===== config.mk =====
export PLATFORM = sky130hd
export DESIGN_NAME = aud_sample_fetch
export DESIGN_NICKNAME = d
export VERILOG_FILES = /design/src/rtl/aud_pkg.sv /design/src/rtl/aud_sync_fifo.sv /design/src/rtl/aud_sample_fetch.sv
export SDC_FILE = /design/constraint.sdc
export NUM_CORES = 1
export LEC_CHECK = 0
export ABC_AREA = 1
export CELL_PAD_IN_SITES_DETAIL_PLACEMENT = 0
export CELL_PAD_IN_SITES_GLOBAL_PLACEMENT = 2
export CORE_UTILIZATION = 35
export CTS_CLUSTER_SIZE = 10
export DETAILED_ROUTE_END_ITERATION = 16
export PLACE_DENSITY_LB_ADDON = 0.3
export SLEW_MARGIN = 25
export SYNTH_ARGS = -nofsm -noshare
export SYNTH_HDL_FRONTEND = slang
export SYNTH_SLANG_ARGS = --single-unit

===== constraint.sdc =====
create_clock -name iCLK_18_4 -period 2.7 [get_ports iCLK_18_4]
set_input_delay 0.27 -clock iCLK_18_4 [delete_from_list [all_inputs] [get_ports iCLK_18_4]]
set_output_delay 0.27 -clock iCLK_18_4 [all_outputs]
set_load 0.01 [all_outputs]

===== src/rtl/aud_pkg.sv =====
// aud_pkg
// Shared definitions for the audio playback path: audio source selection
// codes, default memory geometries for each source, and the state encoding
// of the sample-fetch FSM.
// Ports: none (package).
package aud_pkg;

  typedef enum logic [1:0] {
    SRC_SIN   = 2'd0,
    SRC_FLASH = 2'd1,
    SRC_SDRAM = 2'd2,
    SRC_SRAM  = 2'd3
  } aud_src_e;

  localparam int FLASH_ADDR_W   = 22;
  localparam int FLASH_DATA_W   = 8;
  localparam int FLASH_DATA_NUM = 2097152;

  localparam int SDRAM_ADDR_W   = 22;
  localparam int SDRAM_DATA_W   = 16;
  localparam int SDRAM_DATA_NUM = 4194304;

  localparam int SRAM_ADDR_W    = 18;
  localparam int SRAM_DATA_W    = 16;
  localparam int SRAM_DATA_NUM  = 262144;

  typedef enum logic [1:0] {
    IDLE  = 2'd0,
    ISSUE = 2'd1,
    WAIT  = 2'd2,
    DRAIN = 2'd3
  } fetch_state_e;

endpackage


===== src/rtl/aud_sync_fifo.sv =====
// aud_sync_fifo
// Single-clock FIFO with occupancy count and synchronous flush. Push while
// full and pop while empty are ignored. Flush has priority over push/pop.
// Ports:
//   i_clk, i_rst      clock, asynchronous active-high reset
//   i_flush           empty the FIFO on the next edge
//   i_push, i_data    write request and write word
//   i_pop             read request (head advances on the next edge)
//   o_head            word at the head of the FIFO
//   o_full, o_empty   occupancy flags
//   o_level           number of stored words
module aud_sync_fifo #(
  parameter int DEPTH = 8,
  parameter int WIDTH = 16
) (
  input  logic                     i_clk,
  input  logic                     i_rst,
  input  logic                     i_flush,
  input  logic                     i_push,
  input  logic [WIDTH-1:0]         i_data,
  input  logic                     i_pop,
  output logic [WIDTH-1:0]         o_head,
  output logic                     o_full,
  output logic                     o_empty,
  output logic [$clog2(DEPTH):0]   o_level
);

  localparam int PW = $clog2(DEPTH);

  logic [WIDTH-1:0] r_mem [DEPTH];
  logic [PW-1:0]    r_wr_ptr;
  logic [PW-1:0]    r_rd_ptr;
  logic [PW:0]      r_level;
  logic             w_push_ok;
  logic             w_pop_ok;

  assign o_full    = (r_level == (PW+1)'(DEPTH));
  assign o_empty   = (r_level == '0);
  assign o_level   = r_level;
  assign o_head    = r_mem[r_rd_ptr];
  assign w_push_ok = i_push && !o_full;
  assign w_pop_ok  = i_pop && !o_empty;

  // Storage carries no reset; only the pointers and count define validity.
  always_ff @(posedge i_clk) begin
    if (w_push_ok) r_mem[r_wr_ptr] <= i_data;
  end

  always_ff @(posedge i_clk or posedge i_rst) begin
    if (i_rst) begin
      r_wr_ptr <= '0;
      r_rd_ptr <= '0;
      r_level  <= '0;
    end else if (i_flush) begin
      r_wr_ptr <= '0;
      r_rd_ptr <= '0;
      r_level  <= '0;
    end else begin
      if (w_push_ok) r_wr_ptr <= r_wr_ptr + PW'(1);
      if (w_pop_ok)  r_rd_ptr <= r_rd_ptr + PW'(1);
      case ({w_push_ok, w_pop_ok})
        2'b10:   r_level <= r_level + (PW+1)'(1);
        2'b01:   r_level <= r_level - (PW+1)'(1);
        default: r_level <= r_level;
      endcase
    end
  end

endmodule


===== src/rtl/aud_sample_fetch.sv =====
// aud_sample_fetch
// Prefetches PCM words sequentially from a fixed-latency SRAM-style port into
// a small FIFO and hands one word to the DAC serializer per sample request.
// Flags underrun when a request finds no data (or fetching is disabled).
// Ports:
//   iCLK_18_4, iRST      clock, asynchronous active-high reset
//   iEnable              1 = fetch and serve samples
//   oMEM_ADDR, oMEM_RD   read address (held issue..capture) and read strobe
//   iMEM_DATA            read data, valid RD_LATENCY cycles after oMEM_RD
//   iSample_Req          one-cycle sample request from the serializer
//   oSample              last popped sample
//   oSample_Valid        one-cycle pulse per successful pop
//   oUnderrun            sticky underrun flag, cleared by iUnderrun_Clr
//   oLevel               FIFO occupancy
module aud_sample_fetch
  import aud_pkg::*;
#(
  parameter int ADDR_WIDTH = SRAM_ADDR_W,
  parameter int DATA_WIDTH = SRAM_DATA_W,
  parameter int DATA_NUM   = SRAM_DATA_NUM,
  parameter int FIFO_DEPTH = 8,
  parameter int RD_LATENCY = 2
) (
  input  logic                          iCLK_18_4,
  input  logic                          iRST,
  input  logic                          iEnable,
  output logic [ADDR_WIDTH-1:0]         oMEM_ADDR,
  output logic                          oMEM_RD,
  input  logic [DATA_WIDTH-1:0]         iMEM_DATA,
  input  logic                          iSample_Req,
  output logic [DATA_WIDTH-1:0]         oSample,
  output logic                          oSample_Valid,
  output logic                          oUnderrun,
  input  logic                          iUnderrun_Clr,
  output logic [$clog2(FIFO_DEPTH):0]   oLevel
);

  localparam int LAT_W = $clog2(RD_LATENCY + 1);

  fetch_state_e                  r_state;
  fetch_state_e                  w_state_nxt;
  logic [LAT_W-1:0]              r_lat_cnt;
  logic [ADDR_WIDTH-1:0]         r_addr;
  logic [DATA_WIDTH-1:0]         r_sample_p1;
  logic                          r_sample_vld_p1;
  logic                          r_underrun;

  logic                          w_lat_done;
  logic                          w_issue;
  logic                          w_capture;
  logic                          w_flush;
  logic                          w_pop;
  logic                          w_underrun_set;
  logic                          w_full;
  logic                          w_empty;
  logic [DATA_WIDTH-1:0]         w_head;
  logic [$clog2(FIFO_DEPTH):0]   w_level;

  function automatic logic [ADDR_WIDTH-1:0] next_addr(input logic [ADDR_WIDTH-1:0] a);
    return (a == ADDR_WIDTH'(DATA_NUM - 1)) ? '0 : a + ADDR_WIDTH'(1);
  endfunction

  assign w_lat_done = (r_lat_cnt == LAT_W'(RD_LATENCY));
  // Flushing whenever the FSM is (or is about to be) idle keeps the FIFO and
  // address clean on every entry to IDLE without a separate entry detector.
  assign w_flush    = (w_state_nxt == IDLE);
  // A disabled block serves nothing, so a request then counts as empty.
  assign w_pop          = iSample_Req && iEnable && !w_empty;
  assign w_underrun_set = iSample_Req && !w_pop;

  always_comb begin
    w_state_nxt = r_state;
    w_issue     = 1'b0;
    w_capture   = 1'b0;
    case (r_state)
      IDLE: begin
        if (iEnable) w_state_nxt = ISSUE;
      end
      ISSUE: begin
        if (!iEnable) begin
          w_state_nxt = IDLE;
        end else if (!w_full) begin
          w_issue     = 1'b1;
          w_state_nxt = WAIT;
        end
      end
      WAIT: begin
        if (w_lat_done) begin
          if (iEnable) begin
            w_capture   = 1'b1;
            w_state_nxt = ISSUE;
          end else begin
            w_state_nxt = IDLE;
          end
        end else if (!iEnable) begin
          w_state_nxt = DRAIN;
        end
      end
      DRAIN: begin
        // Let the outstanding read complete on schedule; its data is dropped.
        if (w_lat_done) w_state_nxt = IDLE;
      end
      default: w_state_nxt = IDLE;
    endcase
  end

  always_ff @(posedge iCLK_18_4 or posedge iRST) begin
    if (iRST) begin
      r_state   <= IDLE;
      r_lat_cnt <= '0;
      r_addr    <= '0;
    end else begin
      r_state <= w_state_nxt;
      if (w_issue) begin
        r_lat_cnt <= LAT_W'(1);
      end else if (r_state == WAIT || r_state == DRAIN) begin
        r_lat_cnt <= r_lat_cnt + LAT_W'(1);
      end
      if (w_flush) begin
        r_addr <= '0;
      end else if (w_capture) begin
        r_addr <= next_addr(r_addr);
      end
    end
  end

  // ---- stage p1: registered sample output and status ----
  always_ff @(posedge iCLK_18_4 or posedge iRST) begin
    if (iRST) begin
      r_sample_p1     <= '0;
      r_sample_vld_p1 <= 1'b0;
      r_underrun      <= 1'b0;
    end else begin
      r_sample_vld_p1 <= w_pop;
      if (w_pop) r_sample_p1 <= w_head;
      if (w_underrun_set) begin
        r_underrun <= 1'b1;
      end else if (iUnderrun_Clr) begin
        r_underrun <= 1'b0;
      end
    end
  end

  aud_sync_fifo #(
    .DEPTH (FIFO_DEPTH),
    .WIDTH (DATA_WIDTH)
  ) u_fifo (
    .i_clk   (iCLK_18_4),
    .i_rst   (iRST),
    .i_flush (w_flush),
    .i_push  (w_capture),
    .i_data  (iMEM_DATA),
    .i_pop   (w_pop),
    .o_head  (w_head),
    .o_full  (w_full),
    .o_empty (w_empty),
    .o_level (w_level)
  );

  assign oMEM_ADDR     = r_addr;
  assign oMEM_RD       = w_issue;
  assign oSample       = r_sample_p1;
  assign oSample_Valid = r_sample_vld_p1;
  assign oUnderrun     = r_underrun;
  assign oLevel        = w_level;

endmodule


==> results of run 1 <==
## metal layers
layer	wire length, um	vias to the layer above	share of wire (%)
met5	0	-	0
met4	226	0	1.3
met3	715	17	4.0
met2	8650	104	48
met1	8280	2655	46
li1	-	2587	-
## Yosys cell counts (all sizes together)
cell / number
o211ai: 32
nor2: 136
nand2: 101
xor2: 11
nand3: 38
dfrtp: 50
o21ai: 100
nor3: 9
buf: 15
a21oi: 6
and2: 1
edfxtp: 128
clkbuf: 17
ha: 7
a31oi: 1
and3: 1
inv: 43
or2: 1
nand4: 9
xnor2: 3
## final cells by class
class	count	area [um^2]
multi-input combinational	456	2250
timing repair buffer	79	771
fill	2046	12000
clock inverter	14	168
sequential	178	5090
tap	275	344
inverter	43	161
clock buffer	18	439
## power groups by stage
stage	Sequential, mW	Clock (mW)	Combinational [mW]
finish	3.31	2.52	2.29
CTS	3.31	2.58	2.34
floorplan	3.41	0	1.44
detailed placement	3.37	0	2.33
global placement	3.36	0	2.28
global route	3.34	2.69	2.58
## layout by cell type, fill, tap and decap left out, types with 9 or more instances in the layout
cell type / n
buf_4: 16
xor2_1: 11
nand4_1: 9
inv_1: 36
nand2_1: 98
clkbuf_16: 17
edfxtp_1: 128
clkdlybuf4s50_1: 61
o21ai_1: 11
o21ai_0: 89
o211ai_1: 32
nor2_1: 132
nand3_1: 37
dfrtp_1: 50
## worst max-delay path, stage by stage, from the launching register on
cell     delay, ns
dfrtp_1       0.38
inv_1         0.08
ha_1          0.22
nand2_1       0.13
nor3_4        0.16
nand2_2       0.11
ha_1          0.26
nand2_1       0.09
inv_1         0.04
nor2_1        0.13
ha_1          0.16
a21oi_1       0.05
xnor2_1       0.13
o21ai_0       0.15
nor2_1        0.05
## stage by stage
stage | utilization, % | hold slack (ns)
after floorplan | - | 0.369
after global placement | 40.6 | 0.464
after detailed placement | 40.6 | 0.465
after CTS | 43.5 | 0.236
after global routing | 43.5 | 0.256
final | 43.5 | 0.223
## kinds of logic after synthesis
logic type      Yosys count
xor+xnor                 14
flops                   178
buf+inv                  75
simple gates            296
compound gates          139
fa+ha+maj                 7
## sequential cells by signal, indices dropped and copies added, names as in the netlist
register and count:
oSample 16, oSample_Valid 1, u_fifo.r_rd_ptr 3, oMEM_ADDR 18
r_state 2, u_fifo.o_level 4, u_fifo.r_wr_ptr 3, u_fifo.r_mem 128
r_lat_cnt 2, oUnderrun 1
## path summary, 6_finish.rpt
| path | startpoint | to | slack (ns) | depth (start not counted) |
|---|---|---|---|---|
| setup / recovery | r_lat_cnt[0] | u_fifo.o_level[2] | 0.45 | 14 |
| setup reg to reg | r_lat_cnt[0] | u_fifo.o_level[2] | 0.45 | 14 |
| max in group asynchronous | iRST | u_fifo.r_rd_ptr[0] | 1.80 | 3 |
| min in group iCLK_18_4 | iUnderrun_Clr | oUnderrun | 0.41 | 2 |
| hold reg to reg | oSample[8] | oSample[8] | 0.48 | 2 |
| hold / removal | iRST | oMEM_ADDR[1] | 0.22 | 2 |
==> results.rst, run 1 <==
.. list-table::
   :header-rows: 1

   * - Metric
     - Value
   * - Status
     - finished clean
   * - Transition time at the pin with the least slew margin
     - 0.662 ns
   * - Total clock sinks
     - 178
   * - Antenna Diode Count
     - 0
   * - Biggest area consumer among synthesized cells
     - edfxtp_1
   * - Number of levels the H-tree was split into
     - 4
   * - Syn nets
     - 737
   * - Total via count after detailed routing
     - 5363
   * - Area enclosed by the die boundary
     - 22400 um^2
   * - Switching power
     - 2.67 mW
   * - Clk root buf
     - clkbuf_16
   * - Final Hold Vio Count
     - 0
   * - Number of nets at the end of the flow
     - 803
   * - Worst skew pair latency
     - 0.43 ns
   * - Critical Setup Path Class
     - flop to flop
   * - Total track usage
     - 16.9%
   * - Final worst path period need
     - 2.25 ns
   * - CTS tree
     - done
   * - I/O Pins
     - 62
   * - Warning count from the yosys run
     - 0
   * - Via count of the first global-routing pass
     - 5221
   * - Post-synthesis area per instance
     - 10.8 um^2
   * - Initial antenna violation count
     - 0
   * - Power share of the clock group
     - 31.0%
   * - Final worst-path setup slack
     - 0.446 ns
   * - Met1 Use GR
     - 22.7%
   * - Share of power burned in combinational logic
     - 28.3%
   * - Grt ovf
     - 0
   * - Post-CTS Setup Bufs
     - 0
   * - Count of hold-fix buffers inserted at cts
     - 0
   * - Switching power as a share of total power
     - 32.9%
   * - Die Y-Extent
     - 150 um
   * - Width of the chip
     - 150 um
   * - Largest fanout on the critical path
     - 4
   * - Leakage power figure
     - 3.47 nW
   * - IR Drop Worst-Case VDD
     - 408 uV
   * - Resized cells post-CTS
     - 0
   * - Classification of the worst-slack hold path
     - input pin to asynchronous set/reset pin
   * - Most used routing layer in global routing
     - met2
   * - Fraction of synthesized cell area taken by the top area cell type
     - 50.3%
   * - Top post-synthesis cells by area
     - edfxtp_1 50%, dfrtp_1 16%, nor2_1 6.5%
   * - Multiplexer share of the synthesized area
     - 0%
   * - Vias per cell
     - 5.05
   * - Half-perimeter wire length after placement
     - 10.8 mm
   * - Drt first-iter violations
     - 325
   * - RSZ-0062 raised after global routing
     - no
   * - Placed Instance Area
     - 8620 um^2
   * - Fin Clk Skew
     - 0.0112 ns
   * - Worst relative slew slack
     - 55.9%
   * - Sequential share of power
     - 40.7%
   * - Cells after synthesis
     - 709
   * - DRT Pass-1 Iters
     - 4
   * - Met3 usage in global routing
     - 3.66%
   * - Final Wtd Congestion
     - 0.822
   * - Cell Pwr Density
     - 880 nW/um^2
   * - Starting Density
     - 36.0%
   * - Placed Instances
     - 1031
   * - Number of placement rows
     - 53
   * - Post-route cell area
     - 9230 um^2
   * - DRC violations left
     - 0
   * - Sequential area share after synthesis
     - 66.7%
   * - Core region area
     - 21200 um^2
   * - PnR Total Power
     - 8.12 mW
   * - Worst slack after detailed placement
     - 0.325 ns
   * - Average routed wire per standard cell
     - 16.8 um
   * - First-pass GRT wire length
     - 28.2 mm
   * - Critical path endpoint category
     - flop
   * - Total clock buffers created by CTS
     - 17
   * - Maximum number of buffers from clock root to sink
     - 2
   * - Total wire length after detailed routing
     - 17.9 mm
   * - Worst-path clk slew
     - 0.07 ns
   * - Design internal power
     - 5.45 mW
   * - Number of setup violations in the final report
     - 0
   * - Maximum number of pins on one net before global-route repair
     - 67
   * - Mapped Area
     - 7640 um^2
   * - M2 GR Usage
     - 27.2%
   * - Synth Area in XOR/XNOR
     - 1.61%
   * - Number of pins exceeding their max-slew limit in the final report
     - 0
   * - Number of synthesized register bits
     - 178
   * - Fin Setup TNS
     - 0 ns
   * - Synth Area in Simple Gates
     - 16.3%
   * - CP startpoint kind
     - flop
   * - Arrival time reported for the critical path endpoint
     - 2.57 ns
   * - # port buffers
     - 61
   * - Crit share post-route
     - 83.5%
   * - Fraction of final layout cells sized beyond drive strength 1
     - 9.01%
   * - Compound-cell area share of the yosys netlist
     - 10.2%
   * - Achievable frequency
     - 444 MHz
   * - Adder-cell share of the synthesized area
     - 1.15%
   * - Routed Antenna Nets
     - 0
   * - Data required time at the worst endpoint
     - 3.02 ns
   * - Max Cap Viol
     - 0
   * - Count of cell types in the netlist
     - 30
   * - Final instance count without filler cells
     - 1063
   * - Largest family of logic cells by synthesized area
     - simple AND/OR/NAND/NOR gates
   * - Layout overhead on the synthesized area
     - 20.8%
Power figures use the tool's default switching activity.
==> inputs of run 2 (changes only) <==
--- a/config.mk
+++ b/config.mk
@@ -8,7 +8,7 @@
 export ABC_AREA = 1
 export CELL_PAD_IN_SITES_DETAIL_PLACEMENT = 0
 export CELL_PAD_IN_SITES_GLOBAL_PLACEMENT = 2
-export CORE_UTILIZATION = 35
+export CORE_UTILIZATION = 38
 export CTS_CLUSTER_SIZE = 10
 export DETAILED_ROUTE_END_ITERATION = 16
 export PLACE_DENSITY_LB_ADDON = 0.3
==> constraint.sdc (replaced) <==
create_clock -name iCLK_18_4 -period 2.25 [get_ports iCLK_18_4]
set_input_delay 0.225 -clock iCLK_18_4 [delete_from_list [all_inputs] [get_ports iCLK_18_4]]
set_output_delay 0.225 -clock iCLK_18_4 [all_outputs]
set_load 0.01 [all_outputs]
==> results.rst, run 2 (synthesized netlist as in run 1, its figures left out) <==
.. list-table::
   :header-rows: 1

   * - Metric
     - Value
   * - Core region area
     - 19600 um^2
   * - Worst skew pair latency
     - 0.43 ns
   * - Transition time at the pin with the least slew margin
     - 0.478 ns
   * - Routed Antenna Nets
     - 0
   * - Slack of the worst reg-to-reg path
     - 0.18 ns
   * - Total track usage
     - 18.1%
   * - Cell breakdown of the critical path
     - nor2_1 -> nand2_1 -> nand2_2 -> inv_2 -> clkdlybuf4s50_1
   * - Worst relative slew slack
     - 68.1%
   * - Slowest cell on the critical path
     - clkdlybuf4s50_1
   * - DRC violations left
     - 0
   * - Largest register FFs
     - 128
   * - First-pass GRT wire length
     - 27.8 mm
   * - Data required time at the worst endpoint
     - 2.03 ns
   * - # port buffers
     - 61
   * - Maximum number of pins on one net before global-route repair
     - 67
   * - I/O Pins
     - 62
   * - Highest-count cells in the layout ignoring fill and taps
     - 131 x nor2_1, 128 x edfxtp_1, 98 x nand2_1
   * - Crit share post-route
     - 92.4%
   * - Achievable frequency
     - 481 MHz
   * - Placed Instance Area
     - 8740 um^2
   * - Classification of the worst-slack hold path
     - input pin to asynchronous set/reset pin
   * - Total via count after detailed routing
     - 5273
   * - Fin Hold WS
     - 0.170 ns
   * - Number of nets at the end of the flow
     - 807
   * - Met3 wirelength from detailed routing
     - 606 um
   * - CTS tree
     - done
   * - Largest fanout on the critical path
     - 6
   * - RR Startpoint
     - r_lat_cnt[0]
   * - Critical Setup Path Class
     - flop to primary output
   * - Number of pins exceeding their max-slew limit in the final report
     - 0
   * - DRT Pass-1 Iters
     - 5
   * - Final core utilization
     - 47.9%
   * - Antenna Diode Count
     - 0
   * - Number of placement rows
     - 51
   * - Initial antenna violation count
     - 0
   * - IR Drop Worst-Case VDD
     - 597 uV
   * - Drt first-iter violations
     - 362
   * - Post-route cell area
     - 9380 um^2
   * - Footprint of the flip-flops and latches
     - 5090 um^2
   * - Fillers
     - 1785
   * - Area of combinational cells with multiple inputs
     - 2270 um^2
   * - Final Wtd Congestion
     - 0.835
   * - Largest incremental delay on the critical path
     - 0.47 ns
   * - Worst slack after detailed placement
     - 0.000264 ns
   * - Critical path endpoint category
     - primary output
   * - RSZ-0062 raised after global routing
     - yes
   * - Top Layer Used
     - met4
   * - Fin Clk Skew
     - 0.0117 ns
   * - Count of hold-fix buffers inserted at cts
     - 0
   * - Fraction of final layout cells sized beyond drive strength 1
     - 10.1%
   * - Grt ovf
     - 0
   * - Top reg by flops
     - u_fifo.r_mem
   * - Max Cap Viol
     - 0
   * - Half-perimeter wire length after placement
     - 10.8 mm
   * - Leakage power figure
     - 3.51 nW
   * - Arrival time reported for the critical path endpoint
     - 1.85 ns
   * - Clk root buf
     - clkbuf_16
   * - Layout overhead on the synthesized area
     - 22.8%
   * - Die Y-Extent
     - 144 um
   * - Area enclosed by the die boundary
     - 20700 um^2
   * - Final worst path period need
     - 2.08 ns
   * - Final Hold Vio Count
     - 0
   * - Starting Density
     - 39.0%
   * - Total clock buffers created by CTS
     - 17
   * - Width of the chip
     - 144 um
   * - Leading cell type in the layout, fill and taps excluded
     - nor2_1
   * - Total clock sinks
     - 178
   * - Worst reg2reg path endpoint
     - u_fifo.o_level[2]
   * - Count of cells along the worst register-to-register path
     - 13
   * - Cell Pwr Density
     - 1050 nW/um^2
   * - Total wire length after detailed routing
     - 17.2 mm
   * - Number of levels the H-tree was split into
     - 4
   * - Status
     - finished clean
   * - Worst-path clk slew
     - 0.07 ns
   * - Detailed-route wire length on metal 1
     - 8.19 mm
   * - Number of setup violations in the final report
     - 0
   * - Met2 Wirelength
     - 8.27 mm
   * - Via count of the first global-routing pass
     - 5220
   * - Final worst-path setup slack
     - 0.171 ns
   * - Maximum number of buffers from clock root to sink
     - 2
   * - CP startpoint kind
     - flop
   * - Average routed wire per standard cell
     - 16.3 um
   * - Vias per cell
     - 4.99
==> run 2: cell count changes in the layout (fill, tap and decap cells not counted), moves of 3 or more <==
cell and delta:
inv_6 -3, inv_8 +3, clkinv_8 +3, buf_12 +8, buf_4 -4
==> run 2: routing by layer <==
metal	track usage [%]	vias to the layer above
li1	-	2605
met1	24.5	2551
met2	29.5	108
met3	3.57	9
met4	4.82	0
met5	0	-
==> run 2: layout make-up <==
class | count | area share [%]
clock buffer | 18 | 4.68
clock inverter | 14 | 1.97
inverter | 43 | 1.72
multi-input combinational | 456 | 24.2
sequential | 178 | 54.3
tap | 265 | 3.53
timing repair buffer | 83 | 9.60
==> run 2: through the flow <==
stage          setup TNS [ns]  power [mW]  std cells
2_1_floorplan           -8.07        5.83        709
3_3_place_gp                0        6.82       1025
3_5_place_dp                0        6.87       1025
4_1_cts                     0        9.93       1057
5_1_grt               -0.0122        10.5       1057
6_report                    0        9.82       1057
==> run 2: power by group <==
part	internal [mW]	total, mW	leakage [nW]	switching (mW)
clock network	1.64	3.03	0.302	1.39
registers	3.78	3.99	1.81	0.208
logic	1.09	2.80	1.40	1.71
==> run 2: timing repair <==
action	in CTS	in global routing
setup buffers	0	0
setup endpoints to repair	0	2
gates resized for setup	0	5
==> run 2: critical path: cells and delay by family, from the launching register on <==
kind | cells | cell delay [ns]
buffers and inverters | 2 | 0.51
flip-flops | 1 | 0.46
AND/OR/NAND/NOR | 3 | 0.46
==> run 2: worst max-delay path by stage <==
stage | startpoint | slack (ns) | end | cells after the start
detailed placement | iEnable | 0.0003 | u_fifo.o_level[2] | 12
floorplan | r_lat_cnt[0] | -0.08 | u_fifo.r_mem[2][0] | 8
CTS | r_lat_cnt[0] | 0.12 | u_fifo.o_level[2] | 14
global placement | iEnable | 0.05 | u_fifo.o_level[2] | 13
global route | r_lat_cnt[0] | -0.01 | u_fifo.o_level[2] | 13
finish | u_fifo.o_level[1] | 0.17 | oMEM_RD | 5
